$ cat src/rtl/axis_header_splitter.sv
// Splits each AXI-Stream packet into a fixed-length header stream and a body stream.
// Each output has a one-entry register; runt packets are flagged on the header tuser.
module axis_header_splitter #(
   parameter int DATA_WIDTH = 8,
   parameter int HDR_WORDS  = 14,
   parameter int CNT_WIDTH  = 16
) (
   input  logic                  clk,
   input  logic                  rst,
   input  logic [DATA_WIDTH-1:0] s_tdata,
   input  logic                  s_tvalid,
   input  logic                  s_tlast,
   output logic                  s_tready,
   output logic [DATA_WIDTH-1:0] m_hdr_tdata,
   output logic                  m_hdr_tvalid,
   output logic                  m_hdr_tlast,
   output logic                  m_hdr_tuser,
   input  logic                  m_hdr_tready,
   output logic [DATA_WIDTH-1:0] m_body_tdata,
   output logic                  m_body_tvalid,
   output logic                  m_body_tlast,
   input  logic                  m_body_tready,
   output logic [CNT_WIDTH-1:0]  pkt_cnt,
   output logic [CNT_WIDTH-1:0]  runt_cnt,
   output logic                  dbg_state_o
);
   // Handshake: a word moves on a port only on a cycle where its tvalid and tready are both 1.
   localparam int IDX_W = $clog2(HDR_WORDS);
   localparam logic [IDX_W-1:0] LAST_IDX = IDX_W'(HDR_WORDS - 1);

   typedef enum logic {HEADER = 1'b0, BODY = 1'b1} state_t;

   state_t                  state_q, state_d;
   logic [IDX_W-1:0]        hdr_idx_q, hdr_idx_d;
   logic [DATA_WIDTH-1:0]   hdr_data_q, body_data_q;
   logic                    hdr_valid_q, hdr_last_q, hdr_user_q;
   logic                    body_valid_q, body_last_q;
   logic [CNT_WIDTH-1:0]    pkt_cnt_q, runt_cnt_q;
   logic                    in_xfer, at_last, hdr_load, body_load;

   assign at_last  = (hdr_idx_q == LAST_IDX);
   assign s_tready = (state_q == HEADER) ? (!hdr_valid_q || m_hdr_tready)
                                         : (!body_valid_q || m_body_tready);
   assign in_xfer  = s_tvalid && s_tready;

   always_comb begin
      state_d   = state_q;
      hdr_idx_d = hdr_idx_q;
      hdr_load  = 1'b0;
      body_load = 1'b0;
      case (state_q)
         HEADER: begin
            if (in_xfer) begin
               hdr_load = 1'b1;
               if (s_tlast || at_last) hdr_idx_d = '0;
               else                    hdr_idx_d = hdr_idx_q + 1'b1;
               if (at_last && !s_tlast) state_d = BODY;
            end
         end
         BODY: begin
            if (in_xfer) begin
               body_load = 1'b1;
               if (s_tlast) state_d = HEADER;
            end
         end
         default: state_d = HEADER;
      endcase
   end

   always_ff @(posedge clk) begin
      if (rst) begin
         state_q   <= HEADER;
         hdr_idx_q <= '0;
      end else begin
         state_q   <= state_d;
         hdr_idx_q <= hdr_idx_d;
      end
   end

   // A load wins over a drain, so a simultaneous drain and load keeps tvalid high.
   always_ff @(posedge clk) begin
      if (rst) begin
         hdr_valid_q <= 1'b0;
         hdr_data_q  <= '0;
         hdr_last_q  <= 1'b0;
         hdr_user_q  <= 1'b0;
      end else if (hdr_load) begin
         hdr_valid_q <= 1'b1;
         hdr_data_q  <= s_tdata;
         hdr_last_q  <= s_tlast || at_last;
         hdr_user_q  <= s_tlast && !at_last;
      end else if (m_hdr_tready) begin
         hdr_valid_q <= 1'b0;
      end
   end

   always_ff @(posedge clk) begin
      if (rst) begin
         body_valid_q <= 1'b0;
         body_data_q  <= '0;
         body_last_q  <= 1'b0;
      end else if (body_load) begin
         body_valid_q <= 1'b1;
         body_data_q  <= s_tdata;
         body_last_q  <= s_tlast;
      end else if (m_body_tready) begin
         body_valid_q <= 1'b0;
      end
   end

   always_ff @(posedge clk) begin
      if (rst) begin
         pkt_cnt_q  <= '0;
         runt_cnt_q <= '0;
      end else begin
         if (in_xfer && s_tlast && (pkt_cnt_q != '1))
            pkt_cnt_q <= pkt_cnt_q + 1'b1;
         if (hdr_load && s_tlast && !at_last && (runt_cnt_q != '1))
            runt_cnt_q <= runt_cnt_q + 1'b1;
      end
   end

   assign m_hdr_tdata   = hdr_data_q;
   assign m_hdr_tvalid  = hdr_valid_q;
   assign m_hdr_tlast   = hdr_last_q;
   assign m_hdr_tuser   = hdr_user_q;
   assign m_body_tdata  = body_data_q;
   assign m_body_tvalid = body_valid_q;
   assign m_body_tlast  = body_last_q;
   assign pkt_cnt       = pkt_cnt_q;
   assign runt_cnt      = runt_cnt_q;
   assign dbg_state_o   = state_q;

endmodule

$ cat config.mk
export PLATFORM = sky130hd
export DESIGN_NAME = axis_header_splitter
export DESIGN_NICKNAME = d
export VERILOG_FILES = /design/src/rtl/axis_header_splitter.sv
export SDC_FILE = /design/constraint.sdc
export NUM_CORES = 1
export LEC_CHECK = 0
export BUFFER_PORTS_ARGS = -buffer_cell sky130_fd_sc_hd__buf_4
export CELL_PAD_IN_SITES_DETAIL_PLACEMENT = 2
export CELL_PAD_IN_SITES_GLOBAL_PLACEMENT = 2
export CORE_AREA = 2 2 96 98
export DETAILED_ROUTE_END_ITERATION = 7
export DIE_AREA = 0 0 98 100
export PLACE_DENSITY = 0.9
export SLEW_MARGIN = 40
export SYNTH_ARGS = -nofsm -noshare
export SYNTH_HDL_FRONTEND = slang
export SYNTH_SLANG_ARGS = --single-unit
$ cat constraint.sdc
create_clock -name clk -period 3.05 [get_ports clk]
set_clock_uncertainty 0.1 [all_clocks]
set_input_delay 0.1525 -clock clk [delete_from_list [all_inputs] [get_ports clk]]
set_output_delay 0.1525 -clock clk [all_outputs]
set_load 0.01 [all_outputs]
==> flow_metrics.tcl <==
set metrics [dict create \
    status "completed" \
    switching_share_pct 25.2 \
    cp_max_fo 28 \
    period_share_pct 74.0 \
    routed_wl_mm 10.1 \
    setup.worst_path.class "register to register" \
    power.internal_uw 1370 \
    synth.top_cell.area_share_pct 40.3 \
    wire_per_inst_um 19.5 \
    slew_viol_final 0 \
    ys_top_cells_by_count "dfxtp_1 (58), a21oi_1 (34), nand2_1 (29)" \
    yosys-mux-area-fraction_pct 6.56 \
    p_per_area_nw_per_um2 485 \
    synthSimpleGateAreaFrac_pct 31.7 \
    initialDrtViolationCount 79 \
    die-width_um 98 \
    crit_chain "inv_1, ha_1, nand3_1, nand4_4, nor4_1, mux2_1" \
    syn-cell-area_sq_um 2880 \
    vias 2888 \
    dr.pass1.iters 4 \
    die_area_sq_um 9800 \
    hold_viol_final 0 \
    synth_area_per_cell_sq_um 8.70 \
    fmax_ghz 0.443 \
    cts.sinks 58 \
    areaGrowthSynthToFinish_pct 31.3 \
    p_switching_uw 461 \
    power_frac_comb_pct 6.8 \
    critPathMaxStageDelay_ns 0.50 \
    layout-drive-gt1-share_pct 25.2 \
    synth_warnings 0 \
    grt_pass1_wl_mm 16.1 \
    min_path_type "input port to register" \
    finalPower_uw 1830 \
    final_nets 418 \
    root_buffer "clkbuf_8" \
    end_kind "register" \
    worstPathArrival_ns 2.40 \
    cts_buffer_depth 2 \
    cp_slowest_cell "nor4_1" \
    peakVddDrop_v 0.000299 \
    power.leakage_uw 0.00143 \
    grt_max_degree 65 \
    num_rows 35 \
    cp-start-kind "register" \
    synth_cell_types 47 \
    worst_pin_slew_ns 0.690 \
    cp_top_family "simple AND/OR/NAND/NOR gates" \
    tns_ns 0 \
    synth_compound_area_share_pct 14.9 \
    dp_slack_ns 0.680 \
    cts_tree "done" \
    synth_largest_area_cell "dfxtp_1" \
    clkTransAtPathRegs_ns 0.09 \
    post_dp_cell_area_sq_um 3440 \
    first_global_vias 3092 \
    yosysMostFrequentCell "dfxtp_1" \
    core_area_sq_um 8890 \
    grt.total_usage_pct 20.6 \
    cts_setup_buffers 0 \
    finalSetupViolations 0 \
    worstPathRequired_ns 3.19 \
    timing.slew.headroom_pct 54.0 \
    synth-edff-count 0 \
    ys.flop_type "dfxtp_1" \
    antenna_cells 0 \
    synth_top_family_by_area "simple AND/OR/NAND/NOR gates" \
    clk-insertion-delay-late_ns 0.35 \
    clock_power_share_pct 50.6 \
    async_flop_share_pct 0 \
    fin_area_sq_um 3780 \
    htreeDepth 3 \
    dpl.hpwl_mm 6.61 \
    period_needed_ns 2.26 \
    worst-path-buf-inv 1 \
    synthXorXnorAreaFrac_pct 0 \
    grt_setup_unrepaired "false" \
    gp_congestion 0.748 \
    antenna_found_initial 0 \
    io-pin-count 69 \
    ctsHoldBuffers 8 \
    ys_seq_elements 58 \
    cts-resized-gates 0 \
    synthTopCellsByArea "dfxtp_1 (40%), a21oi_1 (5.9%), o31ai_1 (4.2%)" \
    die_h_um 100 \
    post-route-drc-count 0 \
    initial_utilization_pct 32.4 \
    avgViaCountPerCell 5.60 \
    setup_ws_ns 0.793 \
    cts_inserted_buffers 9 \
    synth_nets 349 \
    max_cap_viol_count 0 \
    port_buffers 68 \
    synth_cells 331 \
    ys_seq_area_share_pct 40.3 \
    grt_overflow 0 \
    p_seq_share_pct 42.6 \
    synth_adder_area_share_pct 1.74 \
    ant_nets 0 \
]
## routing by layer
metal  share of wire (%)  wire [um]  track usage, %  vias to the layer above
met4                 1.9        193            7.05                        0
met5                   0          0               0                        -
li1                    -          -               -                     1376
met2                  51       5130            36.6                       61
met3                 3.9        395            5.08                       18
met1                  43       4330            24.3                     1433
## flip-flops by register name, indices dropped and copies added (netlist names)
register       cells
pkt_cnt           16
runt_cnt          16
m_body_tdata       8
m_hdr_tdata        8
hdr_idx_q          4
dbg_state_o        1
m_body_tlast       1
m_body_tvalid      1
m_hdr_tlast        1
m_hdr_tuser        1
m_hdr_tvalid       1
## power groups by stage
| stage | Combinational, uW | Sequential, uW | Clock, uW |
|---|---|---|---|
| final | 124 | 781 | 927 |
| after global routing | 137 | 783 | 976 |
| after CTS | 124 | 782 | 945 |
| after detailed placement | 114 | 799 | 0 |
| after global placement | 108 | 797 | 0 |
| after floorplan | 57.6 | 801 | 0 |
## cell families after synthesis
family,after synthesis
simple gates,154
compound gates,67
flops,58
buf+inv,30
mux,18
fa+ha+maj,4
## layout make-up
type	count	area, sq um
tap	111	139
timing repair buffer	78	606
multi-input combinational	243	1590
clock buffer	9	124
fill	951	5110
clock inverter	7	125
sequential	58	1160
inverter	10	37.5
## per-stage QoR
stage | utilization, % | hold WS, ns | instances
floorplan | - | 0.188 | 331
global placement | 38.7 | 0.299 | 492
detailed placement | 38.7 | 0.314 | 492
CTS | 42.4 | 0.00595 | 516
global route | 42.5 | 0.0217 | 516
finish | 42.5 | 0.0154 | 516
## path summary, 6_finish.rpt
| check | from | end | slack [ns] | cells past startpoint |
|---|---|---|---|---|
| hold reg to reg | m_hdr_tdata[2]$_SDFFE_PP0P_ | m_hdr_tdata[2]$_SDFFE_PP0P_ | 0.38 | 2 |
| hold / removal | m_body_tready | m_body_tvalid$_SDFFE_PP0P_ | 0.02 | 3 |
| setup reg to reg | hdr_idx_q[1]$_SDFFE_PP0P_ | runt_cnt[11]$_SDFFE_PP0P_ | 0.79 | 6 |
| setup / recovery | hdr_idx_q[1]$_SDFFE_PP0P_ | runt_cnt[11]$_SDFFE_PP0P_ | 0.79 | 6 |
## tightest hold or removal path, stage by stage
cell	delay, ns
buf_4	0.08
nand2b_1	0.12
a21oi_1	0.07
## layout by cell type, fill, tap and decap left out, types with 11 or more instances in the layout
cell type,n
or4_1,16
mux2i_1,11
a21oi_1,34
nor2_1,26
o31ai_1,16
nand4_1,14
dfxtp_1,58
nand3_1,14
buf_4,70
nand2_1,29
Note: power is estimated with default switching activity, not from simulation.
